<file path="config.mk">
export PLATFORM = sky130hd
export DESIGN_NAME = fetch_unit_flat
export DESIGN_NICKNAME = d
export VERILOG_FILES = /design/src/rtl/fetch_unit_pkg.sv /design/src/rtl/fetch_unit_if.sv /design/src/rtl/fetch_fifo.sv /design/src/rtl/fetch_unit.sv /design/src/flat_wrapper.sv
export SDC_FILE = /design/constraint.sdc
export NUM_CORES = 1
export LEC_CHECK = 0
export ABC_AREA = 1
export CORE_ASPECT_RATIO = 2
export CORE_MARGIN = 2
export CORE_UTILIZATION = 45
export DETAILED_ROUTE_END_ITERATION = 16
export GPL_TIMING_DRIVEN = 1
export HOLD_SLACK_MARGIN = 0.08
export MAX_ROUTING_LAYER = met4
export PLACE_DENSITY = 0.68
export SYNTH_ARGS = -nofsm -noshare
export SYNTH_HDL_FRONTEND = slang
export SYNTH_HIERARCHICAL = 1
export SYNTH_SLANG_ARGS = --single-unit
</file>
<file path="constraint.sdc">
create_clock -name clk_i -period 3.2 [get_ports clk_i]
set_input_delay 0.32 -clock clk_i [delete_from_list [all_inputs] [get_ports clk_i]]
set_output_delay 0.32 -clock clk_i [all_outputs]
set_load 0.05 [all_outputs]
</file>
<file path="src/rtl/fetch_unit_pkg.sv">
// Shared core constants: fetch FSM encodings, default boot address, ALU op codes.
package fetch_unit_pkg;

   typedef enum logic [1:0] {
      FETCH_ST_RESET = 2'b00,
      FETCH_ST_FETCH = 2'b01
   } fetch_state_e;

   localparam logic [31:0] DEFAULT_RESET_PC = 32'h0000_0000;
   localparam logic [31:0] PC_STEP          = 32'd4;

   typedef enum logic [3:0] {
      ALU_ADD  = 4'd0,
      ALU_SUB  = 4'd1,
      ALU_AND  = 4'd2,
      ALU_OR   = 4'd3,
      ALU_XOR  = 4'd4,
      ALU_SLT  = 4'd5,
      ALU_SLL  = 4'd6,
      ALU_SRL  = 4'd7
   } alu_op_e;

   function automatic logic [31:0] word_align(input logic [31:0] addr);
      return addr & ~32'h3;
   endfunction

endpackage

</file>
<file path="src/rtl/fetch_unit_if.sv">
// Fetch-stage bus bundle: instruction-memory handshake, decode handshake and redirect.
interface fetch_unit_if;
   logic        imem_req_o;
   logic [31:0] imem_addr_o;
   logic        imem_gnt_i;
   logic        imem_rvalid_i;
   logic [31:0] imem_rdata_i;
   logic        instr_valid_o;
   logic [31:0] instr_data_o;
   logic [31:0] instr_pc_o;
   logic        instr_ready_i;
   logic        redirect_i;
   logic [31:0] redirect_pc_i;

   modport master (
      output imem_req_o, imem_addr_o, instr_valid_o, instr_data_o, instr_pc_o,
      input  imem_gnt_i, imem_rvalid_i, imem_rdata_i, instr_ready_i, redirect_i, redirect_pc_i
   );

   modport slave (
      input  imem_req_o, imem_addr_o, instr_valid_o, instr_data_o, instr_pc_o,
      output imem_gnt_i, imem_rvalid_i, imem_rdata_i, instr_ready_i, redirect_i, redirect_pc_i
   );
endinterface

</file>
<file path="src/rtl/fetch_fifo.sv">
// Synchronous power-of-two FIFO with flush; storage is cleared on reset so outputs read zero.
module fetch_fifo #(
   parameter int WIDTH = 64,
   parameter int DEPTH = 2
) (
   input  logic                   clk_i,
   input  logic                   rst_i,
   input  logic                   push,
   input  logic                   pop,
   input  logic                   flush,
   input  logic [WIDTH-1:0]       wdata,
   output logic [WIDTH-1:0]       rdata,
   output logic [$clog2(DEPTH):0] count,
   output logic                   full,
   output logic                   empty
);
   localparam int AW = $clog2(DEPTH);
   localparam int CW = AW + 1;

   logic [WIDTH-1:0] mem_q [DEPTH];
   logic [AW-1:0]    wr_ptr;
   logic [AW-1:0]    rd_ptr;
   logic [CW-1:0]    count_q;

   always_ff @(posedge clk_i) begin
      if (rst_i) begin
         wr_ptr  <= '0;
         rd_ptr  <= '0;
         count_q <= '0;
         for (int i = 0; i < DEPTH; i++) mem_q[i] <= '0;
      end else if (flush) begin
         wr_ptr  <= '0;
         rd_ptr  <= '0;
         count_q <= '0;
      end else begin
         if (push) begin
            mem_q[wr_ptr] <= wdata;
            wr_ptr        <= wr_ptr + 1'b1;
         end
         if (pop) rd_ptr <= rd_ptr + 1'b1;
         count_q <= count_q + CW'(push) - CW'(pop);
      end
   end

   assign rdata = mem_q[rd_ptr];
   assign count = count_q;
   assign full  = (count_q == CW'(DEPTH));
   assign empty = (count_q == '0);

endmodule

</file>
<file path="src/rtl/fetch_unit.sv">
// Instruction fetch: PC, credit-limited memory reads, in-order response buffering, redirect flush.
//   state          | meaning
//   FETCH_ST_RESET | held in reset and for one cycle after release; no requests
//   FETCH_ST_FETCH | issuing reads while credit allows
module fetch_unit
   import fetch_unit_pkg::*;
#(
   parameter logic [31:0] RESET_PC   = DEFAULT_RESET_PC,
   parameter int          FIFO_DEPTH = 2
) (
   input  logic         clk_i,
   input  logic         rst_i,
   fetch_unit_if.master bus
);
   localparam int          CW      = $clog2(FIFO_DEPTH) + 1;
   localparam logic [CW:0] DEPTH_W = (CW+1)'(FIFO_DEPTH);

   fetch_state_e  state_q, state_d;
   logic [31:0]   fetch_pc_q;
   logic [31:0]   resp_pc_q;
   logic [CW-1:0] outstanding_q;
   logic [CW-1:0] discard_q;
   logic [CW-1:0] fifo_count;
   logic [63:0]   fifo_head;
   logic          fifo_full, fifo_empty;
   logic          credit_ok, req, fire, resp, push, pop, valid;

   always_ff @(posedge clk_i) begin
      if (rst_i) state_q <= FETCH_ST_RESET;
      else       state_q <= state_d;
   end

   assign credit_ok = ({1'b0, outstanding_q} + {1'b0, fifo_count}) < DEPTH_W;

   always_comb begin
      state_d = FETCH_ST_RESET;
      req     = 1'b0;
      case (state_q)
         FETCH_ST_RESET: state_d = FETCH_ST_FETCH;
         FETCH_ST_FETCH: begin
            state_d = FETCH_ST_FETCH;
            req     = !bus.redirect_i && credit_ok;
         end
         default:        state_d = FETCH_ST_RESET;
      endcase
   end

   // A response with nothing outstanding belongs to a request from before reset.
   assign fire  = req && bus.imem_gnt_i;
   assign resp  = bus.imem_rvalid_i && (outstanding_q != '0);
   assign push  = resp && (discard_q == '0) && !bus.redirect_i;
   assign valid = !fifo_empty && !bus.redirect_i;
   assign pop   = valid && bus.instr_ready_i;

   always_ff @(posedge clk_i) begin
      if (rst_i) begin
         fetch_pc_q    <= RESET_PC;
         resp_pc_q     <= RESET_PC;
         outstanding_q <= '0;
         discard_q     <= '0;
      end else begin
         outstanding_q <= outstanding_q + CW'(fire) - CW'(resp);
         if (bus.redirect_i) begin
            fetch_pc_q <= word_align(bus.redirect_pc_i);
            resp_pc_q  <= word_align(bus.redirect_pc_i);
            discard_q  <= outstanding_q + CW'(fire) - CW'(resp);
         end else begin
            if (fire) fetch_pc_q <= fetch_pc_q + PC_STEP;
            if (push) resp_pc_q  <= resp_pc_q + PC_STEP;
            if (resp && (discard_q != '0)) discard_q <= discard_q - 1'b1;
         end
      end
   end

   fetch_fifo #(
      .WIDTH (64),
      .DEPTH (FIFO_DEPTH)
   ) u_fifo (
      .clk_i (clk_i),
      .rst_i (rst_i),
      .push  (push),
      .pop   (pop),
      .flush (bus.redirect_i),
      .wdata ({resp_pc_q, bus.imem_rdata_i}),
      .rdata (fifo_head),
      .count (fifo_count),
      .full  (fifo_full),
      .empty (fifo_empty)
   );

   assign bus.imem_req_o    = req;
   assign bus.imem_addr_o   = fetch_pc_q;
   assign bus.instr_valid_o = valid;
   assign bus.instr_data_o  = fifo_head[31:0];
   assign bus.instr_pc_o    = fifo_head[63:32];

   overflow_a: assert property (@(posedge clk_i) disable iff (rst_i)
      !(push && fifo_full && !pop));

endmodule
</file>
<file path="src/flat_wrapper.sv">
// flat-port wrapper written by rule: the top's interface ports become plain ports
module fetch_unit_flat import fetch_unit_pkg::*;
#(
   parameter logic [31:0] RESET_PC   = DEFAULT_RESET_PC,
   parameter int          FIFO_DEPTH = 2
)
  (clk_i, rst_i, bus_imem_req_o, bus_imem_addr_o, bus_instr_valid_o, bus_instr_data_o, bus_instr_pc_o, bus_imem_gnt_i, bus_imem_rvalid_i, bus_imem_rdata_i, bus_instr_ready_i, bus_redirect_i, bus_redirect_pc_i);
  fetch_unit_if bus_i ();
  input  logic clk_i;
  input  logic rst_i;
  output wire logic [$bits(bus_i.imem_req_o)-1:0] bus_imem_req_o;
  output wire logic [$bits(bus_i.imem_addr_o)-1:0] bus_imem_addr_o;
  output wire logic [$bits(bus_i.instr_valid_o)-1:0] bus_instr_valid_o;
  output wire logic [$bits(bus_i.instr_data_o)-1:0] bus_instr_data_o;
  output wire logic [$bits(bus_i.instr_pc_o)-1:0] bus_instr_pc_o;
  input wire logic [$bits(bus_i.imem_gnt_i)-1:0] bus_imem_gnt_i;
  input wire logic [$bits(bus_i.imem_rvalid_i)-1:0] bus_imem_rvalid_i;
  input wire logic [$bits(bus_i.imem_rdata_i)-1:0] bus_imem_rdata_i;
  input wire logic [$bits(bus_i.instr_ready_i)-1:0] bus_instr_ready_i;
  input wire logic [$bits(bus_i.redirect_i)-1:0] bus_redirect_i;
  input wire logic [$bits(bus_i.redirect_pc_i)-1:0] bus_redirect_pc_i;
  assign bus_imem_req_o = bus_i.imem_req_o;
  assign bus_imem_addr_o = bus_i.imem_addr_o;
  assign bus_instr_valid_o = bus_i.instr_valid_o;
  assign bus_instr_data_o = bus_i.instr_data_o;
  assign bus_instr_pc_o = bus_i.instr_pc_o;
  assign bus_i.imem_gnt_i = bus_imem_gnt_i;
  assign bus_i.imem_rvalid_i = bus_imem_rvalid_i;
  assign bus_i.imem_rdata_i = bus_imem_rdata_i;
  assign bus_i.instr_ready_i = bus_instr_ready_i;
  assign bus_i.redirect_i = bus_redirect_i;
  assign bus_i.redirect_pc_i = bus_redirect_pc_i;
  fetch_unit #(.RESET_PC(RESET_PC), .FIFO_DEPTH(FIFO_DEPTH)) u_core (.clk_i(clk_i), .rst_i(rst_i), .bus(bus_i));
endmodule
</file>
Word level (Yosys, flattened, before mapping). Memories as Yosys holds them, arrays and structs flattened. A register that Yosys moved wholly into a read port is not among the register bits. Index checks and enable logic that the tools add are counted.

$add $sub $neg: 10. Magnitude comparators: 1. Equal/unequal tests: 1. Muxes and demuxes: 19. Reduce and logical (&&, ||, !) cells: 21.

Operators with widths (number): $mux 32 (4); $add 32x3->32 const B (2); $mux 64 (1); $reduce_or 64->1 (1); $mux 1 (12); $reduce_bool 2->1 (5); $logic_and 1x1->1 (8); $logic_not 2->1 (3); $add 2x1->2 (2); $mux 2 (2); $reduce_or 2->1 (2); $sub 2x1->2 (2); $add 2x2->3 (1); $lt 3x2->1 const B (1); $add 1x1->1 const B (2); $eq 2x1->1 const B (1); $logic_not 1->1 (2); $sub 2x1->2 const B (1).

Flip-flop bits (word level): 74. Memory bits (writable): 128. Output and inout port bits: 98. Logic and storage cells: 63. Memories kept: 1.

Memory list: u_core.u_fifo.mem_q (words 2, bits a word 64, read ports 1, clocked after Yosys merged registers in 1, wr ports 2, RTL line fetch_fifo.sv:20) `logic [WIDTH-1:0] mem_q [DEPTH];`.

Depth between registers and ports, before layout. Gate-level depths: netlist of the first run.

Depth after elaboration: 10. Gate-level depth with buffers: 15. Depth with buffers taken out: 14.

By module. Netlist of the first run, hierarchy kept.

By module, submodules not included: fetch_fifo (instances 1, cells an instance 440, area each 5813.1 um2, sequential area each 3943.8 um2); fetch_unit (instances 1, cells an instance 747, area each 4395.5 um2, sequential area each 1301.2 um2).

Worst setup path after synthesis of the first run. Ideal clock, no wire load.

Path type: register to register. Start: reg u_core.discard_q[0]. End: mem u_core.u_fifo.mem_q[0][0] (enable). Setup time: 424 ps. Arrival time: 2892 ps. Required time: 2776 ps. Setup slack: -116 ps. Stages on the path, launching flop included: 12. Buffers on the path: 3. Clock period less this slack: 3316 ps. Cells stage by stage: dfxtp_1 -> inv_1 -> ha_1 -> nand2_2 -> nor2_1 -> buf_2 -> inv_1 -> nor2_1 -> nand2_1 -> buf_4 -> buf_6 -> nand2_1.

RTL lines: from (decl) (RTL line fetch_unit.sv:22) `logic [CW-1:0] discard_q;`; from (signal assigned) (RTL line fetch_unit.sv:66) `discard_q <= outstanding_q + CW'(fire) - CW'(resp);`; from (signal assigned) (RTL line fetch_unit.sv:70) `if (resp && (discard_q != '0)) discard_q <= discard_q - 1'b1;`; to (decl) (RTL line fetch_fifo.sv:20).

==> results of run 1 <==
-- final cells by class --
class                           instances  share of cell area (%)
Tap cell                              280                    2.78
Clock buffer                           22                    3.77
Sequential cell                       198                    41.6
Timing Repair Buffer                  175                    14.0
Inverter                              168                    5.00
Multi-Input combinational cell        779                    32.2
Clock inverter                         10                   0.754
-- routing by layer --
layer | vias up | wire, microns
met5 | - | 0
met4 | 0 | 578
met3 | 35 | 1260
met2 | 234 | 13500
met1 | 3963 | 10500
li1 | 4085 | -
-- flip-flops by register name, summed over array words and instances (netlist names), named ones only --
| signal | flops |
|---|---|
| u_core/bus.imem_addr_o | 30 |
| u_core/u_fifo/mem_q | 128 |
| u_core/u_fifo/count | 2 |
| u_core/u_fifo/rd_ptr | 1 |
| u_core/state_q | 1 |
| u_core/u_fifo/wr_ptr | 1 |
| u_core/discard_q | 2 |
| u_core/resp_pc_q | 30 |
| u_core/outstanding_q | 2 |
-- layout by cell type, fill, tap and decap left out, types with 4 or more instances in the layout --
cell type / instances
conb_1: 4
nor2_4: 7
nor2_1: 189
mux2_2: 64
nor2_2: 46
o21ai_0: 44
nand3_1: 55
clkbuf_16: 18
ha_1: 7
dfxtp_1: 69
a21oi_1: 55
edfxtp_1: 128
inv_1: 164
clkdlybuf4s50_1: 160
o211ai_1: 4
nand2_2: 9
xor2_1: 18
a31oi_1: 10
buf_12: 4
buf_4: 10
nand2_1: 250
-- power groups by stage --
stage / registers (uW) / logic, uW / clock network (uW)
CTS: 2970 / 1030 / 2150
floorplan: 3080 / 585 / 0
finish: 2970 / 1030 / 2090
global route: 2990 / 1100 / 2250
detailed placement: 3030 / 1030 / 0
global placement: 3020 / 1000 / 0
-- per-stage QoR --
stage / cells / instance area, sq um / hold slack [ns] / total power, uW
4_1_cts: 1632 / 12600 / 0.233 / 6150
3_3_place_gp: 1600 / 12000 / 0.479 / 4020
3_5_place_dp: 1600 / 12000 / 0.487 / 4050
2_1_floorplan: 1189 / 10200 / 0.395 / 3660
6_report: 1632 / 12600 / 0.253 / 6090
5_1_grt: 1632 / 12600 / 0.244 / 6340
-- critical path: stages, from the launching register on --
cell	delay, ns
dfxtp_2	0.34
buf_12	0.31
mux2_2	0.42
clkdlybuf4s50_1	0.71
-- how the worst max path moves through the flow --
stage	cells after the start	endpoint	from	slack, ns
3_3_place_gp	10	u_core/u_fifo/mem_q[0][23]	bus_imem_rvalid_i	0.68
2_1_floorplan	11	u_core/u_fifo/mem_q[0][0]	u_core/discard_q[0]	0.51
6_report	3	bus_instr_pc_o[31]	flip-flop	0.63
5_1_grt	14	u_core/discard_q[1]	u_core/u_fifo/count[0]	0.50
4_1_cts	3	bus_instr_pc_o[18]	flip-flop	0.59
3_5_place_dp	10	u_core/u_fifo/mem_q[0][8]	bus_imem_rvalid_i	0.61
==> results.py, run 1 <==
metrics = {
    "setup_path": {
        "r2r_start": "u_core/outstanding_q[0]",
        "ff2ff_setup_slack_ns": 0.72,
        "required_ns": 2.88,
        "cp-start-kind": "flip-flop",
        "worstReg2RegEnd": "u_core/discard_q[1]",
        "crit_path_max_fanout": 64,
        "arrival_ns": 2.25,
        "crit_type": "reg -> out",
        "cp-end-kind": "primary output",
        "reg2reg_depth": 14,
    },
    "clock_tree": {
        "holdBufCountCts": 0,
        "ctsHtreeMaxLevel": 4,
        "cts_inserted_buffers": 17,
        "clockBufferDepth": 2,
        "clk_latency_ns": 0.43,
        "cts_tree": "yes",
        "cts_resized": 0,
        "clk_pin_slew_ns": 0.07,
        "postCtsSetupRepairBufs": 0,
        "clock_sinks": 198,
        "root_buffer": "clkbuf_16",
    },
    "grt": {
        "grt_use_met2_pct": 38.3,
        "grt-ovfl-total": 0,
        "antenna_found_initial": 0,
        "grt_pass1_vias": 8070,
        "grt_usage_pct": 21.7,
        "met3_usage_pct": 4.04,
        "gr-usage-met1_pct": 25.0,
        "grt_max_degree": 66,
        "grt_busiest_layer": "met2",
        "grt_pass1_wl_mm": 40.5,
    },
    "synth": {
        "synthCells": 1186,
        "syn_area_sq_um": 10200,
        "ys_warn_count": 6,
        "syn_area_per_cell_sq_um": 8.60,
    },
    "floorplanning": {
        "io_pins": 168,
        "initial_utilization_pct": 45.5,
        "fp.dieW_microns": 110,
        "rows": 78,
        "die_h_microns": 217,
        "coreArea_sq_um": 22400,
        "die-area_sq_um": 24000,
    },
    "drt": {
        "first_iter_violations": 520,
        "wl_per_cell_microns": 15.8,
        "remaining_drc_errors": 0,
        "dr.pass1.iters": 5,
        "wl_mm": 25.9,
        "antenna_left": 0,
        "viasPerCell": 5.10,
        "vias": 8317,
    },
    "layout": {
        "drive_above_1_share_pct": 12.9,
        "n_antenna_cell": 0,
        "fin_util_pct": 56.2,
        "seqCellArea_sq_um": 5250,
        "area_growth_pct": 23.7,
        "fin_nets": 1417,
        "nFillCells": 2106,
        "multi_input_area_sq_um": 4060,
    },
    "hold_path": {
        "hp-start": "rst_i",
        "hold_class": "in -> reg",
        "min_delay_path_depth": 4,
    },
    "power": {
        "cellLeakagePower_uw": 0.00487,
        "seq_power_share_pct": 48.8,
        "switching_power_uw": 1720,
        "ir_drop_v": 0.000395,
        "combPwrFrac_pct": 16.9,
        "internal-power_uw": 4370,
        "power_frac_clock_pct": 34.3,
        "switching_share_pct": 28.2,
        "power_density_nw_per_um2": 482,
    },
    "timing": {
        "finalSetupViolations": 0,
        "fin_crit_sh_pct": 80.4,
        "drv_slew": 0,
        "layout_setup_ws_ns": 0.628,
        "worst_pin_slew_ns": 0.881,
        "rsz0062_at_grt": "false",
        "slew_headroom_pct": 41.3,
        "final-hold-violation-count": 0,
        "fin_setup_tns_ns": 0,
        "clock_skew_ns": 0.00643,
        "max_freq_ghz": 0.389,
        "period_minus_slack_ns": 2.57,
    },
    "placed_design": {
        "port_buffers": 163,
        "dp_hpwl_mm": 17.6,
        "gp_congestion": 0.905,
        "dp_slack_ns": 0.612,
    },
    "flow_run": {
        "drv_cap": 0,
    },
    "run_status": {
        "status": "complete, no violations",
    },
}
No activity file was read; power rests on OpenSTA's default activity.
==> run 2: changes to the inputs <==
PLACE_DENSITY = 0.65   (was 0.68)
clock period = 2.5 ns   (was 3.2 ns; I/O delays follow)
==> run 2 against run 1 <==
Worst setup slack got worse by 0.47 ns. Wire length decreased by 2.1%. Via count decreased by 2.1%. Core utilization increased by 0.54 points.
==> results.py, run 2 (synthesis gave the netlist of run 1 again) <==
metrics = {
    "drt": {
        "vias": 8143,
        "antenna_left": 0,
        "remaining_drc_errors": 0,
        "wl_met3_mm": 1.04,
        "wl_met1_mm": 10.6,
        "first_iter_violations": 419,
        "dr.pass1.iters": 5,
        "wl_met2_mm": 13.0,
        "viasPerCell": 4.96,
        "top_layer_used": "met4",
        "wl_mm": 25.3,
        "wl_per_cell_microns": 15.4,
    },
    "setup_path": {
        "cp-start-kind": "flip-flop",
        "cp-end-kind": "flip-flop",
        "slowest_stage": "fa_1",
        "crit_type": "reg -> reg",
        "required_ns": 2.87,
        "worst_path_most_repeated_cell": "inv_1",
        "reg2reg_depth": 14,
        "cp.buffers_inverters": 3,
        "crit_path_max_fanout": 3,
        "crit_chain": "nand2_1 > inv_1 > fa_1 > inv_1 > nand2_2 > nor2_4 > nand2_4 > ha_4 > inv_1 > ha_2 > xor2_2 > xor2_1 > o21ai_1 > a21oi_1",
        "path_depth": 14,
        "crit_path_max_incr_delay_ns": 0.41,
        "arrival_ns": 2.71,
        "crit_family": "adder cells",
    },
    "floorplanning": {
        "fp.dieW_microns": 110,
        "coreArea_sq_um": 22400,
        "io_pins": 168,
        "die-area_sq_um": 24000,
        "rows": 78,
        "initial_utilization_pct": 45.5,
        "die_h_microns": 217,
    },
    "grt": {
        "grt_pass1_vias": 7935,
        "grt_max_degree": 66,
        "antenna_found_initial": 0,
        "grt_pass1_wl_mm": 40.5,
        "grt-ovfl-total": 0,
        "grt_usage_pct": 21.7,
    },
    "placed_design": {
        "placed_area_sq_um": 12100,
        "port_buffers": 163,
        "gp_congestion": 0.912,
        "dp_hpwl_mm": 17.7,
    },
    "flow_run": {
        "drv_cap": 0,
    },
    "layout": {
        "nFillCells": 2078,
        "regMostFlops": "u_core/u_fifo/mem_q",
        "final_common_cell": "nand2_1",
        "final_cell_area_sq_um": 12700,
        "largest_register_ffs": 128,
        "layout_common_cells": "249 x nand2_1, 189 x nor2_1, 164 x inv_1",
        "area_growth_pct": 24.9,
        "n_antenna_cell": 0,
        "drive_above_1_share_pct": 17.1,
        "fin_nets": 1426,
    },
    "clock_tree": {
        "cts_inserted_buffers": 17,
        "cts_tree": "yes",
        "clock_sinks": 198,
        "clockBufferDepth": 2,
        "clk_pin_slew_ns": 0.07,
        "ctsHtreeMaxLevel": 4,
        "root_buffer": "clkbuf_16",
        "clk_latency_ns": 0.44,
    },
    "hold_path": {
        "min_delay_path_depth": 5,
        "hold_class": "in -> reg",
    },
    "timing": {
        "worst_pin_slew_ns": 0.891,
        "finalSetupViolations": 0,
        "slew_headroom_pct": 40.6,
        "fin_crit_sh_pct": 93.5,
        "hold-worst-slack_ns": 0.279,
        "clock_skew_ns": 0.00807,
        "final-hold-violation-count": 0,
        "drv_slew": 0,
        "max_freq_ghz": 0.428,
        "period_minus_slack_ns": 2.34,
    },
    "power": {
        "ir_drop_v": 0.000442,
        "power_density_nw_per_um2": 621,
        "cellLeakagePower_uw": 0.00519,
        "finalPower_uw": 7910,
    },
    "run_status": {
        "status": "complete, no violations",
    },
}
run 2: changes by cell type in the layout (fill, tap and decap cells not counted), sizes merged:
| cell | delta |
|---|---|
| inv | +6 |
| clkbuf | -5 |
| clkinvlp | -1 |
| dlymetal6s2s | +12 |
| clkdlybuf4s50 | -64 |
| buf | +48 |
| dlygate4sd2 | +13 |
run 2: final cells by class:
| class | instances | area, sq um | share of cell area, % |
|---|---|---|---|
| timing repair buffer | 184 | 1810 | 14.2 |
| sequential | 198 | 5250 | 41.2 |
| multi-input combinational | 779 | 4100 | 32.2 |
| inverter | 168 | 631 | 4.95 |
| clock inverter | 15 | 176 | 1.38 |
| clock buffer | 17 | 425 | 3.34 |
| tap | 280 | 350 | 2.75 |
run 2: layer usage:
layer / vias up / global-route usage [%]
li1: 4111 / -
met1: 3802 / 25.7
met2: 193 / 36.9
met3: 37 / 3.65
met4: 0 / 8.38
met5: - / -
run 2: timing repair:
item,CTS,global route
pin swaps,0,3
resized for setup,13,21
hold buffers,0,0
buffers inserted,0,2
setup endpoints to repair,13,14
run 2: worst register-to-register path: stages, from the launching register on:
cell and delay, ns:
dfxtp_2 0.34, nand2_1 0.05, inv_1 0.07, fa_1 0.41
inv_1 0.08, nand2_2 0.06, nor2_4 0.13, nand2_4 0.09
ha_4 0.27, inv_1 0.03, ha_2 0.17, xor2_2 0.14
xor2_1 0.21, o21ai_1 0.10, a21oi_1 0.12
run 2: through the flow:
| stage | TNS [ns] | cells | utilization [%] | setup WS, ns |
|---|---|---|---|---|
| after global routing | -0.0228 | 1641 | 56.8 | -0.0228 |
| after floorplan | 0 | 1189 | - | 0.0232 |
| after CTS | 0 | 1639 | 56.4 | 0.0000284 |
| final | 0 | 1641 | 56.8 | 0.163 |
| after detailed placement | 0 | 1607 | 53.8 | 0.0915 |
| after global placement | 0 | 1607 | 53.8 | 0.144 |
run 2: path summary, 6_finish.rpt:
| kind | start | end | slack [ns] |
|---|---|---|---|
| worst min-delay path | rst_i | u_core/u_fifo/count[1] | 0.28 |
| worst max register to register | u_core/outstanding_q[0] | u_core/discard_q[1] | 0.16 |
| worst min register to register | u_core/u_fifo/rd_ptr | u_core/u_fifo/rd_ptr | 0.51 |
| worst max-delay path | u_core/outstanding_q[0] | u_core/discard_q[1] | 0.16 |
run 2: power breakdown:
group / leakage (uW) / switching (uW) / internal [uW]
Sequential: 0.00190 / 142 / 3660
Clock: 0.000293 / 1340 / 1440
Combinational: 0.00300 / 857 / 474
Total: 0.00519 / 2340 / 5570
